**src/rtl/req_enc_pkg.sv**
```systemverilog
// Shared types and helpers for the request encoder: default width, clog2,
// and a lowest-set-bit search used by the priority encoder.
package req_enc_pkg;

    localparam int N_DEF = 4;
    localparam int MAX_N = 32;
    localparam int MAX_W = 5;

    typedef enum logic [0:0] {
        ST_EMPTY = 1'b0,
        ST_HOLD  = 1'b1
    } slot_state_t;

    typedef struct packed {
        logic             found;
        logic [MAX_W-1:0] index;
    } lsb_res_t;

    function automatic int clog2(input int v);
        int r;
        r = 0;
        for (int i = 0; i < 32; i++) begin
            if ((1 << i) < v) r = i + 1;
        end
        return r;
    endfunction

    // Scans downward so the last hit written is the lowest set bit.
    function automatic lsb_res_t lowest_set_index(input logic [MAX_N-1:0] vec);
        lsb_res_t res;
        res = '0;
        for (int i = MAX_N - 1; i >= 0; i--) begin
            if (vec[i]) begin
                res.found = 1'b1;
                res.index = i[MAX_W-1:0];
            end
        end
        return res;
    endfunction

endpackage

```
**src/rtl/prio_enc_lsb.sv**
```systemverilog
// Combinational LSB-first priority encoder: N-bit vector to W-bit index plus found flag.
// Zero latency, no flow control.
module prio_enc_lsb
    import req_enc_pkg::*;
#(
    parameter int N = N_DEF,
    parameter int W = clog2(N)
) (
    input  logic [N-1:0] i_vec,
    output logic [W-1:0] o_idx,
    output logic         o_found
);

    logic [MAX_N-1:0] w_ext;
    lsb_res_t         w_res;

    always_comb begin
        w_ext          = '0;
        w_ext[N-1:0]   = i_vec;
        w_res          = lowest_set_index(w_ext);
    end

    assign o_idx   = w_res.index[W-1:0];
    assign o_found = w_res.found;

endmodule

```
**src/rtl/req_encoder_seq.sv**
```systemverilog
// Latches requests into a sticky pending vector and streams their indices lowest first;
// req to valid in two edges, one index per cycle; stalls hold idx while pending accumulates.
module req_encoder_seq
    import req_enc_pkg::*;
#(
    parameter int N = N_DEF,
    localparam int W = clog2(N)
) (
    input  logic         clk,
    input  logic         rst,
    input  logic [N-1:0] req,
    output logic [W-1:0] idx,
    output logic         valid,
    input  logic         ready,
    output logic [N-1:0] pending,
    output logic         drop
);

    slot_state_t  r_state;
    slot_state_t  w_state_nxt;
    logic [W-1:0] r_idx;
    logic [N-1:0] r_pending;
    logic         r_drop;

    logic [W-1:0] w_sel;
    logic         w_found;
    logic         w_slot_free;
    logic         w_load;
    logic [N-1:0] w_load_mask;
    logic [N-1:0] w_pending_nxt;
    logic         w_drop_nxt;

    // Selection looks only at registered pending; req never reaches idx directly.
    prio_enc_lsb #(.N(N), .W(W)) u_prio (
        .i_vec   (r_pending),
        .o_idx   (w_sel),
        .o_found (w_found)
    );

    assign w_slot_free = (r_state == ST_EMPTY) || ready;
    assign w_load      = w_slot_free && w_found;

    always_comb begin
        w_load_mask = '0;
        if (w_load) w_load_mask[w_sel] = 1'b1;
    end

    // A req on the bit being loaded re-posts it; only merges into a still-pending bit drop.
    assign w_pending_nxt = (r_pending & ~w_load_mask) | req;
    assign w_drop_nxt    = |(req & r_pending & ~w_load_mask);

    always_ff @(posedge clk) begin
        if (rst) begin
            r_state <= ST_EMPTY;
        end else begin
            r_state <= w_state_nxt;
        end
    end

    always_comb begin
        w_state_nxt = r_state;
        case (r_state)
            ST_EMPTY: if (w_load) w_state_nxt = ST_HOLD;
            ST_HOLD:  if (ready)  w_state_nxt = w_load ? ST_HOLD : ST_EMPTY;
            default:  w_state_nxt = ST_EMPTY;
        endcase
    end

    always_comb begin
        valid = (r_state == ST_HOLD);
    end

    always_ff @(posedge clk) begin
        if (rst) begin
            r_idx     <= '0;
            r_pending <= '0;
            r_drop    <= 1'b0;
        end else begin
            if (w_load) r_idx <= w_sel;
            r_pending <= w_pending_nxt;
            r_drop    <= w_drop_nxt;
        end
    end

    assign idx     = r_idx;
    assign pending = r_pending;
    assign drop    = r_drop;

endmodule

```
**config.mk**
```make
export PLATFORM = sky130hd
export DESIGN_NAME = req_encoder_seq
export DESIGN_NICKNAME = d
export VERILOG_FILES = /design/src/rtl/req_enc_pkg.sv /design/src/rtl/prio_enc_lsb.sv /design/src/rtl/req_encoder_seq.sv
export SDC_FILE = /design/constraint.sdc
export NUM_CORES = 1
export LEC_CHECK = 0
export BUFFER_PORTS_ARGS = -buffer_cell sky130_fd_sc_hd__buf_2
export CAP_MARGIN = 15
export CORE_UTILIZATION = 38
export DETAILED_ROUTE_END_ITERATION = 8
export HOLD_SLACK_MARGIN = 0.06
export PLACE_DENSITY = 0.81
export SLEW_MARGIN = 25
export SYNTH_ARGS = -nofsm -noshare
export SYNTH_HDL_FRONTEND = slang
export SYNTH_SLANG_ARGS = --single-unit
```
**constraint.sdc**
```tcl
create_clock -name clk -period 2.8 [get_ports clk]
set_clock_uncertainty 0.15 [all_clocks]
set_input_delay 0.42 -clock clk [delete_from_list [all_inputs] [get_ports clk]]
set_output_delay 0.42 -clock clk [all_outputs]
set_load 0.01 [all_outputs]
```
==> impl_metrics.ini, run 1 <==
[status]
status = complete, no violations

[setup_path]
reg2reg_slack_ps = 1470
cp_top_family = flip-flops
cp_data_required_time_ps = 2230
cp.buffers_inverters = 1
critPathSlowestCell = dfxtp_1
worstPathMaxFanout = 7
crit_path_end_kind = output port
worstPathCellList = buf_2
rr_startpoint = pending[2]
r2r.worst_path.cells = 3
critical_path_class = register to output port
startpoint_type = register
crit_path_max_incr_delay_ps = 430
worstPathArrival_ps = 850
reg2reg_to = idx[0]

[drt]
ant_nets = 0
wire_per_inst_um = 7.696
via_per_inst = 3.880
first_pass_iters = 3
drc = 0
via_count = 357
wl_um = 708
drtIter0Drc = 8

[pwr]
switching_share = 0.3020
cellPowerDensity_mw_per_mm2 = 543.6
pwr-share-comb = 0.203
p_sw_uw = 82.79
ir_drop_mv = 0.3415
intPower_uw = 191.3
seqPwrFrac = 0.477
clkPwrFrac = 0.319
p_leak_nw = 0.2828

[floorplanning]
die_area_mm2 = 0.001504
die_x_um = 38.79
core-area_mm2 = 0.001186
floorplan.initialDensity = 0.4335
ios = 45
rows = 12
chipHeight_um = 38.79

[grt]
grt-ovfl-total = 0
grt_antenna_before_repair = 0
grt_pass1_wl_um = 979
grt_usage = 0.09952
grt_max_degree = 9
first_global_vias = 248

[clocking]
htreeDepth = 1
cts_made_buffers = 3
post_cts_buffers = 0
clk_pin_slew_worst_paths_ps = 50
cts_buffer_depth = 2
clk_latency_ps = 250
cts_resized = 0
clock_sink_count = 8
cts_root_buf = clkbuf_4
cts_tree = built
hold_buffers = 0

[synthesis]
avgSynthCellArea_um2 = 8.163
synth-seq-cells = 8
yosysSeqAreaShare = 0.3114
yosys_warnings = 0
synth_area_um2 = 514.2
syn_inst = 63
synth.distinct_cells = 13

[finish]
final_util = 0.4251
antenna_cells = 0
drive_above_1_share = 0.2308
syn2layout_area_growth_pct = -1.946
nets = 87

[hold_path]
hp-class = input port to register
whs_path_depth = 3
min_from = req[3]
hold_end = pending[3]

[timing]
rsz0062_at_grt = false
finalCritPeriodShare = 0.5079
drv_slew = 0
setup_violations = 0
setup_tns_ps = 0
clock.fmax_mhz = 703.2
finalCriticalPeriod_ps = 1422
hold_viol = 0

[place]
place_congestion = 0.7281
port_buffers = 14
dp_hpwl_um = 585.5

[job]
cap_violations = 0
-- placed cells by master, fill, tap and decap left out --
| master | count |
|---|---|
| clkbuf_4 | 3 |
| dfxtp_1 | 8 |
| or4_1 | 1 |
| a22oi_1 | 2 |
| o21a_1 | 2 |
| or2_2 | 1 |
| buf_2 | 14 |
| nor2b_1 | 1 |
| nor2_1 | 8 |
| a21oi_1 | 4 |
| nor3_1 | 3 |
| conb_1 | 30 |
| nand2b_1 | 1 |
-- synthesized netlist by cell type --
cell type  instances  area, um2
buf_4             30      225.2
dfxtp_1            8      160.2
nor2_1             8      30.03
a21oi_1            4      20.02
nor3_1             3      15.01
a22oi_1            2      15.01
o21a_1             2      15.01
clkbuf_1           1      3.750
conb_1             1      3.750
nand2b_1           1      6.260
nor2b_1            1      6.260
or2_2              1      6.260
or4_1              1      7.510
-- per-stage QoR --
| stage | area (um2) | setup WS (ps) | power [mW] | std cells | hold WS (ps) |
|---|---|---|---|---|---|
| 3_3_place_gp | 481.7 | 1511 | 0.1874 | 89 | 343.2 |
| 2_1_floorplan | 623.1 | 1477 | 0.2030 | 92 | 372.6 |
| 5_1_grt | 504.2 | 1327 | 0.2904 | 92 | 251.8 |
| 6_report | 504.2 | 1378 | 0.2741 | 92 | 239.3 |
| 4_1_cts | 504.2 | 1369 | 0.2769 | 92 | 236.5 |
| 3_5_place_dp | 481.7 | 1483 | 0.1886 | 89 | 346.5 |
-- power groups by stage --
| stage | clock network (mW) | registers, mW | logic (mW) |
|---|---|---|---|
| 4_1_cts | 0.0905 | 0.131 | 0.0554 |
| 3_5_place_dp | 0 | 0.133 | 0.0552 |
| 5_1_grt | 0.0952 | 0.132 | 0.0629 |
| 3_3_place_gp | 0 | 0.133 | 0.0546 |
| 6_report | 0.0876 | 0.131 | 0.0557 |
| 2_1_floorplan | 0 | 0.137 | 0.0658 |
-- logic make-up (layout without fill, tap and decap cells) --
logic type,after synthesis,count (layout),synth area share
compound gates,8,8,0.09731
buf+inv,31,17,0.4453
flops,8,8,0.3114
other cells,1,30,0.007292
simple gates,15,15,0.1387
-- sequential cells by signal, summed over array words and instances (netlist names) --
name,cells
pending,4
valid,1
drop,1
idx,2
-- how the worst max path moves through the flow --
stage | start | end | slack [ps] | cells past startpoint
after global placement | pending[2] | idx[0] | 1510 | 3
after floorplan | pending[2] | idx[0] | 1480 | 3
after global routing | pending[1] | pending[1] | 1330 | 1
final | pending[1] | pending[1] | 1380 | 1
after detailed placement | pending[2] | idx[0] | 1480 | 3
after CTS | pending[1] | pending[1] | 1370 | 1
-- metal layers --
| metal | vias up | global-route usage | share of wire | wire [um] |
|---|---|---|---|---|
| li1 | 172 | - | - | - |
| met1 | 157 | 0.1018 | 0.37 | 262 |
| met2 | 28 | 0.1625 | 0.51 | 361 |
| met3 | 0 | 0.08671 | 0.12 | 84 |
| met4 | 0 | 0 | 0 | 0 |
| met5 | - | 0 | 0 | 0 |
-- cell type report --
cell class	count	area, um2
fillers	132	681.9
multi-input cells	53	234.0
flip-flops and latches	8	160.2
repair buffers	14	70.07
clock buffers	3	22.52
well taps	14	17.52
Note: power is estimated with default switching activity, not from simulation.
==> run 2, diff against run 1 <==
--- a/config.mk
+++ b/config.mk
@@ -5,12 +5,13 @@
 export SDC_FILE = /design/constraint.sdc
 export NUM_CORES = 1
 export LEC_CHECK = 0
+export ABC_AREA = 1
 export BUFFER_PORTS_ARGS = -buffer_cell sky130_fd_sc_hd__buf_2
 export CAP_MARGIN = 15
-export CORE_UTILIZATION = 38
+export CORE_UTILIZATION = 33
 export DETAILED_ROUTE_END_ITERATION = 8
 export HOLD_SLACK_MARGIN = 0.06
-export PLACE_DENSITY = 0.81
+export PLACE_DENSITY = 0.73
 export SLEW_MARGIN = 25
 export SYNTH_ARGS = -nofsm -noshare
 export SYNTH_HDL_FRONTEND = slang
==> constraint.sdc (replaced) <==
create_clock -name clk -period 1.2 [get_ports clk]
set_clock_uncertainty 0.15 [all_clocks]
set_input_delay 0.18 -clock clk [delete_from_list [all_inputs] [get_ports clk]]
set_output_delay 0.18 -clock clk [all_outputs]
set_load 0.01 [all_outputs]
==> impl_metrics.ini, run 2 <==
[setup_path]
cp.buffers_inverters = 1
cp_top_family = flip-flops
critPathSlowestCell = dfxtp_1
worstPathCellList = buf_2
worstPathArrival_ps = 810
startpoint_type = register
cp_data_required_time_ps = 870
critical_path_class = register to output port
crit_path_end_kind = output port
worstPathMaxFanout = 5
crit_path_max_incr_delay_ps = 390

[drt]
via_per_inst = 3.553
ant_nets = 0
via_count = 405
wire_per_inst_um = 6.649
drtIter0Drc = 6
drc = 0
first_pass_iters = 3
wl_um = 758

[pwr]
cellPowerDensity_mw_per_mm2 = 1110
p_leak_nw = 0.3628
ir_drop_mv = 0.7803

[synthesis]
synthTopCellsByArea = buf_4 (41%), dfxtp_1 (29%), inv_1 (6.8%)
yosysTopAreaCell = buf_4
synth-seq-cells = 8
syn_inst = 77
synth.distinct_cells = 11
yosys_warnings = 0
netlist.area_leader.share = 0.4072
yosysSeqAreaShare = 0.2896
async_flop_share = 0
synth_top_flop_cell = dfxtp_1
avgSynthCellArea_um2 = 7.182
synth_most_common_cell = buf_4
synthTopCellsByCount = buf_4 (30), inv_1 (10), nor2_1 (10)
synth_area_um2 = 553.0
synth_enable_flop_cells = 0

[timing]
drv_slew = 0
setup_violations = 0
finalCriticalPeriod_ps = 1139
setup_tns_ps = 0
rsz0062_at_grt = false
clock.fmax_mhz = 877.8
finalCritPeriodShare = 0.9494
hold_viol = 0

[job]
cap_violations = 0

[grt]
busiest_layer = met2
grt_antenna_before_repair = 0
grt-ovfl-total = 0
grt_max_degree = 7
met1_usage = 0.08831
grt_pass1_wl_um = 1179
first_global_vias = 312
grt_usage = 0.09345
met3_usage = 0.07660
grt_use_met2 = 0.1394

[finish]
final_common_cell = conb_1
drive_above_1_share = 0.2245
syn2layout_area_growth_pct = 8.371
largest_reg_flops = 4
antenna_cells = 0
final_util = 0.3888
layout_common_cells = conb_1 (30), buf_2 (14), inv_1 (10), nor2_1 (10), dfxtp_1 (8)
nets = 107

[clocking]
clock_sink_count = 8
cts_resized = 0
htreeDepth = 1
cts_buffer_depth = 2
cts_made_buffers = 3
cts_root_buf = clkbuf_4
clk_pin_slew_worst_paths_ps = 50
cts_tree = built
clk_latency_ps = 250

[floorplanning]
floorplan.initialDensity = 0.3588
rows = 14
chipHeight_um = 42.94
die_x_um = 42.94
core-area_mm2 = 0.001541
ios = 45
die_area_mm2 = 0.001843

[hold_path]
hp-class = input port to register

[status]
status = complete, no violations

[place]
port_buffers = 14
dp_hpwl_um = 582
place_congestion = 0.7339
[run 2: changes by cell type after synthesis, moves of 2 or more]
cell	before	now
nor3_1	3	0
nor2_1	8	10
o21a_1	2	0
a22oi_1	2	0
o21ai_1	0	3
nand2_2	0	2
nand2_1	0	6
inv_1	0	10
nor2_2	0	3
[run 2: per-stage QoR]
| step | power, mW | setup slack, ps | cells | area [um2] | hold WS (ps) |
|---|---|---|---|---|---|
| finish | 0.6653 | 60.74 | 114 | 599.3 | 203.5 |
| global route | 0.7181 | 9.672 | 114 | 599.3 | 231.3 |
| CTS | 0.6783 | 41.97 | 114 | 599.3 | 200.1 |
| detailed placement | 0.4542 | 173.8 | 106 | 526.8 | 264.5 |
| global placement | 0.4520 | 195.2 | 106 | 526.8 | 251.1 |
| floorplan | 0.4851 | 173.4 | 106 | 661.9 | 99.07 |
[run 2: cell type report]
class / count / area, um2
fill: 174 / 942.2
multi-input combinational: 58 / 239.0
sequential: 8 / 160.2
timing repair buffer: 19 / 120.1
inverter: 10 / 37.54
clock buffer: 3 / 22.52
tap: 16 / 20.02
[run 2: power breakdown]
group	total [mW]	switching, mW	internal, mW
clock	0.204	0.0901	0.114
sequential	0.303	0.0152	0.288
combinational	0.157	0.102	0.0556
[run 2: repair_timing]
item / 4_1_cts / 5_1_grt
setup buffers: 0 / 0
endpoints found under the hold margin: 5 / 0
hold buffers: 5 / 0
[run 2: final timing paths]
kind,from,endpoint,slack [ps],cells after the start
worst max-delay path,pending[1],pending[1],60,1
worst min-delay path,ready,valid,200,6
worst max register to register,pending[1],idx[0],190,6
worst min register to register,idx[1],idx[1],320,2
[run 2: cell families after synthesis]
family | synth area share
DFF | 0.2896
and+or+nand+nor | 0.1652
other | 0.006781
buffers and inverters | 0.4751
AOI/OAI and AO/OA | 0.06332
[run 2: per-layer routing]
layer,vias to the layer above,share of wire
met3,0,0.13
met1,162,0.37
met5,-,0
met4,0,0
li1,212,-
met2,31,0.50
[run 2: worst reg2reg max path: stages (launching register included)]
cell and delay, ps:
dfxtp_1 340, nor2_2 150, nand2_2 80, nand2_2 60
nand2_1 40, nand2_1 60, nor2_2 30
